===== config.mk =====
export PLATFORM = sky130hd
export DESIGN_NAME = note_synth
export DESIGN_NICKNAME = d
export VERILOG_FILES = /design/src/rtl/synth_pkg.sv /design/src/rtl/note_synth_tri_osc.sv /design/src/rtl/note_synth.sv
export SDC_FILE = /design/constraint.sdc
export NUM_CORES = 1
export LEC_CHECK = 0
export BUFFER_PORTS_ARGS = -buffer_cell sky130_fd_sc_hd__buf_2
export CAP_MARGIN = 20
export CORE_ASPECT_RATIO = 1.1
export CORE_MARGIN = 10
export CORE_UTILIZATION = 50
export CTS_CLUSTER_DIAMETER = 40
export DETAILED_ROUTE_END_ITERATION = 10
export PLACE_DENSITY = 0.67
export SLEW_MARGIN = 20
export SYNTH_ARGS = -nofsm -noshare
export SYNTH_HDL_FRONTEND = slang
export SYNTH_SLANG_ARGS = --single-unit

===== constraint.sdc =====
create_clock -name clk -period 17.3 [get_ports clk]
set_input_delay 2.595 -clock clk [delete_from_list [all_inputs] [get_ports clk]]
set_output_delay 2.595 -clock clk [all_outputs]
set_load 0.01 [all_outputs]

===== src/rtl/synth_pkg.sv =====
// Shared types and constants for the note synthesizer: envelope states,
// envelope full scale, sample width and the phase-increment multiplier formula.
package synth_pkg;

    typedef enum logic [1:0] {
        IDLE    = 2'd0,
        ATTACK  = 2'd1,
        SUSTAIN = 2'd2,
        RELEASE = 2'd3
    } state_t;

    localparam int ENV_W    = 9;
    localparam int ENV_FULL = 256;
    localparam int SAMPLE_W = 16;
    localparam int FREQ_W   = 16;

    // round(2^(phase_w+16) / rate): with a 16-bit fractional shift, freq * K >> 16
    // gives the per-sample phase step for a frequency in integer Hz.
    function automatic longint unsigned inc_k_calc(input int phase_w, input int rate);
        return ((64'd1 << (phase_w + 16)) + 64'(rate / 2)) / 64'(rate);
    endfunction

endpackage


===== src/rtl/note_synth_tri_osc.sv =====
// Phase accumulator and triangle mapping; advances by inc on each tick,
// clear forces the phase back to zero and wins over tick.
module tri_osc
    import synth_pkg::*;
#(
    parameter int PHASE_W = 24
) (
    input  logic                       clk,
    input  logic                       rst,
    input  logic                       tick,
    input  logic                       clear,
    input  logic [PHASE_W-1:0]         inc,
    output logic [PHASE_W-1:0]         phase,
    output logic signed [SAMPLE_W-1:0] tri_val
);

    localparam logic signed [SAMPLE_W:0] HALF_POS = 17'sd32767;
    localparam logic signed [SAMPLE_W:0] HALF_NEG = 17'sd32768;

    logic [SAMPLE_W-1:0]        t;
    logic signed [SAMPLE_W:0]   t_ext;

    always_ff @(posedge clk or posedge rst) begin
        if (rst) begin
            phase <= '0;
        end else if (clear) begin
            phase <= '0;
        end else if (tick) begin
            phase <= phase + inc;
        end
    end

    // The 16 bits below the MSB give position within the half-cycle; the MSB
    // selects the rising or falling ramp.
    assign t     = phase[PHASE_W-2 -: SAMPLE_W];
    assign t_ext = $signed({1'b0, t});

    always_comb begin
        tri_val = '0;
        if (phase[PHASE_W-1]) begin
            tri_val = SAMPLE_W'(HALF_POS - t_ext);
        end else begin
            tri_val = SAMPLE_W'(t_ext - HALF_NEG);
        end
    end

endmodule


===== src/rtl/note_synth.sv =====
// Note synthesizer top: frequency handshake, glide toward the target, envelope
// FSM and output scaling around a triangle oscillator.
module note_synth
    import synth_pkg::*;
#(
    parameter int              SAMPLE_RATE = 48000,
    parameter int              PHASE_W     = 24,
    parameter longint unsigned INC_K       = inc_k_calc(PHASE_W, SAMPLE_RATE),
    parameter int              GLIDE_STEP  = 1,
    parameter int              ENV_STEP    = 4
) (
    input  logic                       clk,
    input  logic                       rst,
    input  logic                       sample_en,
    input  logic [FREQ_W-1:0]          freq_in,
    input  logic                       freq_valid,
    output logic                       freq_ready,
    input  logic                       gate,
    output logic signed [SAMPLE_W-1:0] out_sample,
    output logic [FREQ_W-1:0]          cur_freq,
    output logic                       active,
    output state_t                     dbg_state,
    output logic [ENV_W-1:0]           dbg_env,
    output logic [PHASE_W-1:0]         dbg_phase,
    output logic [FREQ_W-1:0]          dbg_tgt_freq
);

    localparam logic [FREQ_W-1:0] GSTEP = FREQ_W'(GLIDE_STEP);
    localparam logic [ENV_W-1:0]  ESTEP = ENV_W'(ENV_STEP);
    localparam logic [ENV_W-1:0]  EFULL = ENV_W'(ENV_FULL);

    // Handshake: freq_valid/freq_ready transfer a word when both are high at a
    // rising clk edge; freq_ready is high exactly while the pending slot is empty.
    logic                   pend_valid;
    logic [FREQ_W-1:0]      pend_freq;
    logic [FREQ_W-1:0]      tgt_freq;
    logic                   xfer;

    state_t                 state;
    logic [ENV_W-1:0]       env;
    logic [ENV_W:0]         env_sum;
    logic [ENV_W-1:0]       env_up;
    logic [ENV_W-1:0]       env_dn;
    logic [FREQ_W-1:0]      gap;
    logic [PHASE_W-1:0]     inc;
    logic [PHASE_W-1:0]     phase;
    logic signed [SAMPLE_W-1:0] tri_val;
    logic signed [31:0]     amp;
    logic                   osc_tick;
    logic                   osc_clear;

    assign freq_ready = ~pend_valid;
    assign xfer       = freq_valid & freq_ready;
    assign active     = (state != IDLE);

    assign dbg_state    = state;
    assign dbg_env      = env;
    assign dbg_phase    = phase;
    assign dbg_tgt_freq = tgt_freq;

    // The product is deliberately limited to 40 bits before the shift.
    assign inc = PHASE_W'((40'(cur_freq) * 40'(INC_K)) >> 16);

    assign env_sum = {1'b0, env} + {1'b0, ESTEP};
    assign env_up  = (env_sum >= {1'b0, EFULL}) ? EFULL : env_sum[ENV_W-1:0];
    assign env_dn  = (env > ESTEP) ? (env - ESTEP) : '0;

    assign gap = (cur_freq < tgt_freq) ? (tgt_freq - cur_freq) : (cur_freq - tgt_freq);

    assign amp = $signed({{16{tri_val[SAMPLE_W-1]}}, tri_val}) * $signed({23'b0, env});

    assign osc_tick  = sample_en && (state != IDLE);
    assign osc_clear = sample_en && (state == RELEASE) && !gate && (env_dn == '0);

    tri_osc #(
        .PHASE_W (PHASE_W)
    ) u_osc (
        .clk     (clk),
        .rst     (rst),
        .tick    (osc_tick),
        .clear   (osc_clear),
        .inc     (inc),
        .phase   (phase),
        .tri_val (tri_val)
    );

    // A zero frequency still completes the transfer but never reaches tgt_freq.
    always_ff @(posedge clk or posedge rst) begin
        if (rst) begin
            pend_valid <= 1'b0;
            pend_freq  <= '0;
            tgt_freq   <= '0;
        end else begin
            if (sample_en && pend_valid) begin
                pend_valid <= 1'b0;
                if (pend_freq != '0) begin
                    tgt_freq <= pend_freq;
                end
            end
            if (xfer) begin
                pend_valid <= 1'b1;
                pend_freq  <= freq_in;
            end
        end
    end

    always_ff @(posedge clk or posedge rst) begin
        if (rst) begin
            cur_freq <= '0;
        end else if (sample_en) begin
            if (GLIDE_STEP == 0 || gap <= GSTEP) begin
                cur_freq <= tgt_freq;
            end else if (cur_freq < tgt_freq) begin
                cur_freq <= cur_freq + GSTEP;
            end else begin
                cur_freq <= cur_freq - GSTEP;
            end
        end
    end

    // Envelope FSM; out_sample uses the pre-tick envelope and phase.
    always_ff @(posedge clk or posedge rst) begin
        if (rst) begin
            state      <= IDLE;
            env        <= '0;
            out_sample <= '0;
        end else if (sample_en) begin
            out_sample <= SAMPLE_W'(amp >>> 8);
            case (state)
                IDLE: begin
                    if (gate) state <= ATTACK;
                end
                ATTACK: begin
                    if (!gate) begin
                        state <= RELEASE;
                    end else begin
                        env <= env_up;
                        if (env_up == EFULL) state <= SUSTAIN;
                    end
                end
                SUSTAIN: begin
                    if (!gate) state <= RELEASE;
                end
                RELEASE: begin
                    if (gate) begin
                        state <= ATTACK;
                    end else begin
                        env <= env_dn;
                        if (env_dn == '0) state <= IDLE;
                    end
                end
                default: state <= IDLE;
            endcase
        end
    end

endmodule

* Word level (Yosys, flattened, before mapping)
Index checks and enable logic that the tools add are counted.
** Cells by class
- Add/subtract/negate cells :: 9
- $mul :: 2
- Magnitude comparators :: 4
- Eq/ne operators :: 10
- Muxes and demuxes :: 20
- Bitwise operators :: 2
- Reductions and logical operators :: 16
** Operators by type and width (count)
- 16-bit two-way mux :: 4
- 24-bit two-way mux :: 2
- 16-bit by 23-bit multiplier with 38-bit output, second input constant :: 1
- 9-bit two-way mux :: 4
- 16-bit subtractor :: 2
- 24-bit adder :: 1
- 16-bit by 10-bit multiplier with 24-bit output :: 1
- 9-bit case mux with 2 select lines :: 1
- 16-bit by 1-bit adder with 16-bit output, second input constant :: 1
- 16-bit by 1-bit less-or-equal comparator with 1-bit output, second input constant :: 1
- 16-bit less-than comparator :: 1
- 16-bit nonzero test :: 1
- 15-bit by 16-bit subtractor with 16-bit output, first input constant :: 1
- 16-bit by 1-bit subtractor with 16-bit output, second input constant :: 1
- 16-bit subtractor, second input constant :: 1
- 2-bit two-way mux :: 6
- 9-bit by 3-bit adder with 10-bit output, second input constant :: 1
- 10-bit by 9-bit >= comparator with 1-bit output, second input constant :: 1
- 9-bit == test, second input constant :: 1
- 9-bit by 3-bit greater-than comparator with 1-bit output, second input constant :: 1
- 9-bit logical NOT :: 1
- 9-bit by 3-bit subtractor with 9-bit output, second input constant :: 1
- 2-bit inequality test, second input constant :: 4
- 2-bit case mux with 4 select lines :: 1
- other kinds (14) :: 23
** Storage, ports and cells
- Register bits after elaboration :: 100
- Bits of input ports :: 21
- Output and inout bits :: 85

* Logic depth before layout (Yosys ltp)
- Word-level depth :: 7
- Depth in mapped cells :: 34
- Gate-level depth less buffers :: 34

* Cells and area by module
Synthesis repeated with hierarchy kept, for this count alone.
** Second synthesis, totals
- Cell total of the unflattened synthesis :: 2058
- Area, all modules :: 19050.8 sq um
** Modules (own cells, without submodules)
- note_synth :: instances 1, cells an instance 1790, area each 16712.3 sq um, sequential area each 1901.8 sq um
- tri_osc :: instances 1, cells an instance 268, area each 2338.5 sq um, sequential area each 600.6 sq um

* Least setup slack after synthesis
OpenSTA, ideal clock, no wires.
- Path kind :: flip-flop to flip-flop
- From :: register cur_freq[13]
- To :: register u_osc.phase[20]
- Library setup time :: 129 ps
- Arrival time :: 7546 ps
- Data required time :: 17171 ps
- Slack :: 9625 ps
- Stages on the path, launching flop included :: 32
- Path buffers :: 0
- Cell sequence :: dfrtp_1 -> fa_1 -> fa_1 -> fa_1 -> inv_1 -> fa_1 -> inv_1 -> fa_1 -> inv_1 -> fa_1 -> inv_1 -> ha_1 -> a21o_1 -> a211oi_1 -> o2bb2ai_1 -> o41a_1 -> a21oi_1 -> nor2b_1 -> nor2_1 -> nor2b_1 -> nor2_1 -> xnor2_1 -> ha_1 -> a21o_1 -> a21o_1 -> a21oi_1 -> nand2_1 -> nor3_1 -> o311ai_0 -> o31ai_1 -> xor2_1 -> o21ai_0
** Between the ends
- Cells in the longest elaborated chain, start to end :: 4
** Ends and longest elaborated chain
- from (decl) :: line note_synth.sv:20 : output logic [FREQ_W-1:0] cur_freq,
- from (signal assigned) :: line note_synth.sv:112 : cur_freq <= tgt_freq;
- from (signal assigned) :: line note_synth.sv:114 : cur_freq <= cur_freq + GSTEP;
- from (signal assigned) :: line note_synth.sv:116 : cur_freq <= cur_freq - GSTEP;
- 16-bit by 23-bit multiplier with 38-bit output :: line note_synth.sv:62 : assign inc = PHASE_W'((40'(cur_freq) * 40'(INC_K)) >> 16);
- 24-bit adder :: line note_synth_tri_osc.sv:29 : phase <= phase + inc;
- 24-bit two-way mux :: line note_synth_tri_osc.sv:28 : end else if (tick) begin
- 24-bit two-way mux :: line note_synth_tri_osc.sv:26 : end else if (clear) begin
- to (signal assigned) :: line note_synth_tri_osc.sv:29
- to (decl) :: line note_synth_tri_osc.sv:13 : output logic [PHASE_W-1:0] phase,
Every way passes these cells. The select of a mux whose other input is x is not followed.
A chain may end at the register's enable or synchronous reset.

* Final worst setup path
- From :: register cur_freq[7]
- To :: register u_osc.phase[22]
The elaborated chain is that of the path after synthesis.

==> summary by stage <==
Status
The run finished with clean final reports.

Setup path
The capturing element type of the critical path is a flip-flop. The family with the most delay on the worst path is adder cells. Counting both buffers and inverters, the worst setup path holds a total of 6. On the critical path, the stage with the largest delay is an instance of sky130_fd_sc_hd__o311ai_0. In this design, the critical path's most frequently occurring cell is sky130_fd_sc_hd__inv_1. The worst setup path is launched from a flip-flop. The critical path class is reg2reg.

Along the worst path, the maximum fanout reaches 10. The required arrival time at the worst endpoint is 17.61 ns. Data arrives at the worst endpoint at 8.88 ns. The largest single stage delay on the critical path is 0.84 ns.

Synth
The share of synthesized area in the top cell type comes to 26.7%. After synthesis, the most frequently instantiated cells are sky130_fd_sc_hd__inv_1 (411), sky130_fd_sc_hd__ha_1 (278), sky130_fd_sc_hd__fa_1 (248), sky130_fd_sc_hd__nand2_1 (136). Synthesis instantiated 71 different standard cells from the library. The xor/xnor cell area share of the yosys netlist is 4.90%. The count of state elements after synthesis is 100.

The net count after synthesis is 2584. The arithmetic-cell share of the synthesized area counting full adders, half adders and majority gates is 45.4%. The number of enable-type register cells in the synthesized netlist is 0.

In the synthesized netlist, mux cells make up 2.13% of the area. Among all flip-flop cells after synthesis, the most frequent one is sky130_fd_sc_hd__dfrtp_1. Of all flip-flops after synthesis, the portion carrying an async set or reset was 100%. The sequential area share after synthesis is 13.5%. The synthesized netlist devotes 11.7% of its cell area to compound gates. The number of warnings reported in the yosys synthesis log is 0. In this run the mean area of a mapped cell was 9.13 sq um. The synthesized netlist devotes 12.9% of its cell area to simple gates. The cell count after synthesis came out at 2037.

Summed over all instances, the cell type with the most area after synthesis is sky130_fd_sc_hd__fa_1. The mapped netlist covers 18600 sq um. Yosys attributes the largest share of cell area to sky130_fd_sc_hd__fa_1 (27%), sky130_fd_sc_hd__ha_1 (19%), sky130_fd_sc_hd__dfrtp_1 (13%). The dominant combinational cell family by area after synthesis is adder cells. By instance count, the leading cell after synthesis is sky130_fd_sc_hd__inv_1.

Global route
For this run the aggregate overflow at the end of global routing stands at 0. The number of antenna violations at the first check in global routing is 0. The via count of the first global-routing pass was 15000. The aggregate global-route resource usage is 21.4%. The wire length of the first global-routing pass is 78.7 mm. Entering global routing, the biggest net connects 73 pins.

Timing
In the final timing run, aggregate negative setup slack is 0 ns. Across the routed clock network, the largest skew measured is 0.0208 ns. The upper clock frequency limit is 0.117 GHz. The final worst-path cycle share is 49.6%. The number of hold violations in the final report is 0. The worst path meets setup with 8.72 ns of slack. The count of endpoints failing setup in the final report is 0. The max-slew violation total from the final report is 0. Setup repair after global routing left no endpoint under its margin. The tightest slew margin relative to the limit is 33.0%.

At the pin with the least slew margin, the transition time is 1.01 ns. The final critical path time including I/O delays and setup is 8.58 ns.

Placed design
In this run the tool buffered the top-level ports with 105 buffer cells. The global placer's final weighted congestion is 0.941. The setup slack at placement is 8.75 ns.

Detailed placement finished with a half-perimeter wire length of 39.7 mm.

Drt
The total number of vias is 14300. The number of remaining DRC errors is 0. The first routing iteration left 677 violations. The first detailed-routing pass ran for 6 iterations. The number of vias per cell is 5.49.

In this run the remaining antenna-violating nets after routing total 0. Dividing the detail-routed wire length by the instance count gives 18.2 um. The final routed wirelength across all metal layers is 47.5 mm.

Clocking
The post-CTS setup buffer count is 0. Buffers inserted to repair hold after CTS numbered 0. The TritonCTS clock tree is built. The number of resized instances in the post-cts repair step is 0. The number of sinks driven by the clock tree is 100. The H-tree level count is 3. The tree is rooted in a sky130_fd_sc_hd__clkbuf_16. The clock insertion delay at the later pin of the skew report is 0.39 ns. In this run, CTS created clock tree buffers numbering 9. After clock tree synthesis, the clock-pin slew on the worst setup and hold paths is 0.09 ns. The maximum clock path buffer count is 2.

Layout
The number of filler cells placed in the layout is 3394. The layout overhead on the synthesized area is 7.23%. The final standard cell utilization of the core is 54.0%. The number of antenna diodes in the final layout is 0.

The final layout contains 2655 nets. In the final layout, the share of cells above drive strength 1 is 8.61%.

Floorplan
The floorplan step defined a core boundary enclosing 36900 sq um. Pin placement for this block handled 106 I/O pins. Once the floorplan was initialized, standard cells occupied 50.3% of the core. The die area is 45300 sq um. The floorplan row count is 74. The horizontal extent of the die is 204 um.

From bottom edge to top edge, the die measures 222 um.

Flow run
The max-capacitance violation count is 0.

Hold path
The path class of the tightest hold or removal check is reg2reg.
## logic make-up after synthesis
logic type | count (synthesis)
AOI/OAI and AO/OA | 333
buffers and inverters | 466
adders and majority gates | 526
muxes | 36
xor gates and xnor gates | 104
and+or+nand+nor | 472
DFF | 100
## final cells by class
type	count	area, sq um	share of cell area [%]
Multi-Input combinational cell	1471	14300	71.9
Sequential cell	100	2500	12.5
Inverter	412	1550	7.77
Tap cell	494	618	3.10
Timing Repair Buffer	114	613	3.07
Clock buffer	9	225	1.13
Clock inverter	7	92.6	0.464
## layer usage
layer / routed length (um) / vias to the layer above / global-route usage [%]
met2: 23800 / 330 / 37.5
met3: 1980 / 69 / 2.93
met1: 20400 / 7128 / 26.7
met5: 0 / - / 0
met4: 1300 / 0 / 6.31
li1: - / 6795 / -
## stage by stage
step           instances  hold WS (ns)  cell area (sq um)
2_1_floorplan       2037         0.468              18600
3_3_place_gp        2590         0.485              19600
3_5_place_dp        2590         0.495              19600
4_1_cts             2606         0.512              19900
5_1_grt             2607         0.530              19900
6_report            2607         0.505              19900
## final timing paths
kind                               startpoint  cells after the start          endpoint  slack [ns]
worst min register to register  out_sample[4]                      1     out_sample[4]        0.51
max in group asynchronous                 rst                      4     out_sample[6]       14.03
worst max-delay path              cur_freq[7]                     33   u_osc.phase[22]        8.72
min in group asynchronous                 rst                      2  dbg_tgt_freq[12]        2.20
worst max register to register    cur_freq[7]                     33   u_osc.phase[22]        8.72
worst min-delay path            out_sample[4]                      1     out_sample[4]        0.51
## cell usage in the layout (no fill, tap or decap), types with 8 or more instances in the layout
master                      netlist  final
sky130_fd_sc_hd__nand3_1         20     20
sky130_fd_sc_hd__dfrtp_1        100    100
sky130_fd_sc_hd__buf_4            2      8
sky130_fd_sc_hd__mux2_2          29     29
sky130_fd_sc_hd__nand4_1         19     19
sky130_fd_sc_hd__and2_1         100    100
sky130_fd_sc_hd__a211oi_1        12     12
sky130_fd_sc_hd__nor4_1          11     10
sky130_fd_sc_hd__o21ai_0         84     84
sky130_fd_sc_hd__nand2b_1        14     14
sky130_fd_sc_hd__nand2_1        136    136
sky130_fd_sc_hd__xor2_1          36     36
sky130_fd_sc_hd__o21a_1          18     18
sky130_fd_sc_hd__ha_1           278    278
sky130_fd_sc_hd__a21oi_1         71     71
sky130_fd_sc_hd__a31oi_1         26     26
sky130_fd_sc_hd__o21bai_1         9      9
sky130_fd_sc_hd__o31ai_1         18     18
sky130_fd_sc_hd__nor2b_1         16     16
sky130_fd_sc_hd__inv_1          411    410
sky130_fd_sc_hd__a21o_1          22     22
sky130_fd_sc_hd__fa_1           248    248
sky130_fd_sc_hd__nor2_1          78     78
sky130_fd_sc_hd__clkbuf_16        0      9
sky130_fd_sc_hd__and3_1          14     14
sky130_fd_sc_hd__nor3_1          34     34
sky130_fd_sc_hd__buf_2            2    105
sky130_fd_sc_hd__xnor2_1         68     68
## sequential cells by signal (all words and copies together) (netlist names)
| register | cells |
|---|---|
| cur_freq | 16 |
| dbg_env | 9 |
| dbg_state | 2 |
| dbg_tgt_freq | 16 |
| out_sample | 16 |
| pend_freq | 16 |
| pend_valid | 1 |
| u_osc.phase | 24 |
Power is not shown: default switching activity piles up to over one toggle a cycle in this logic, so the estimate is an artifact.
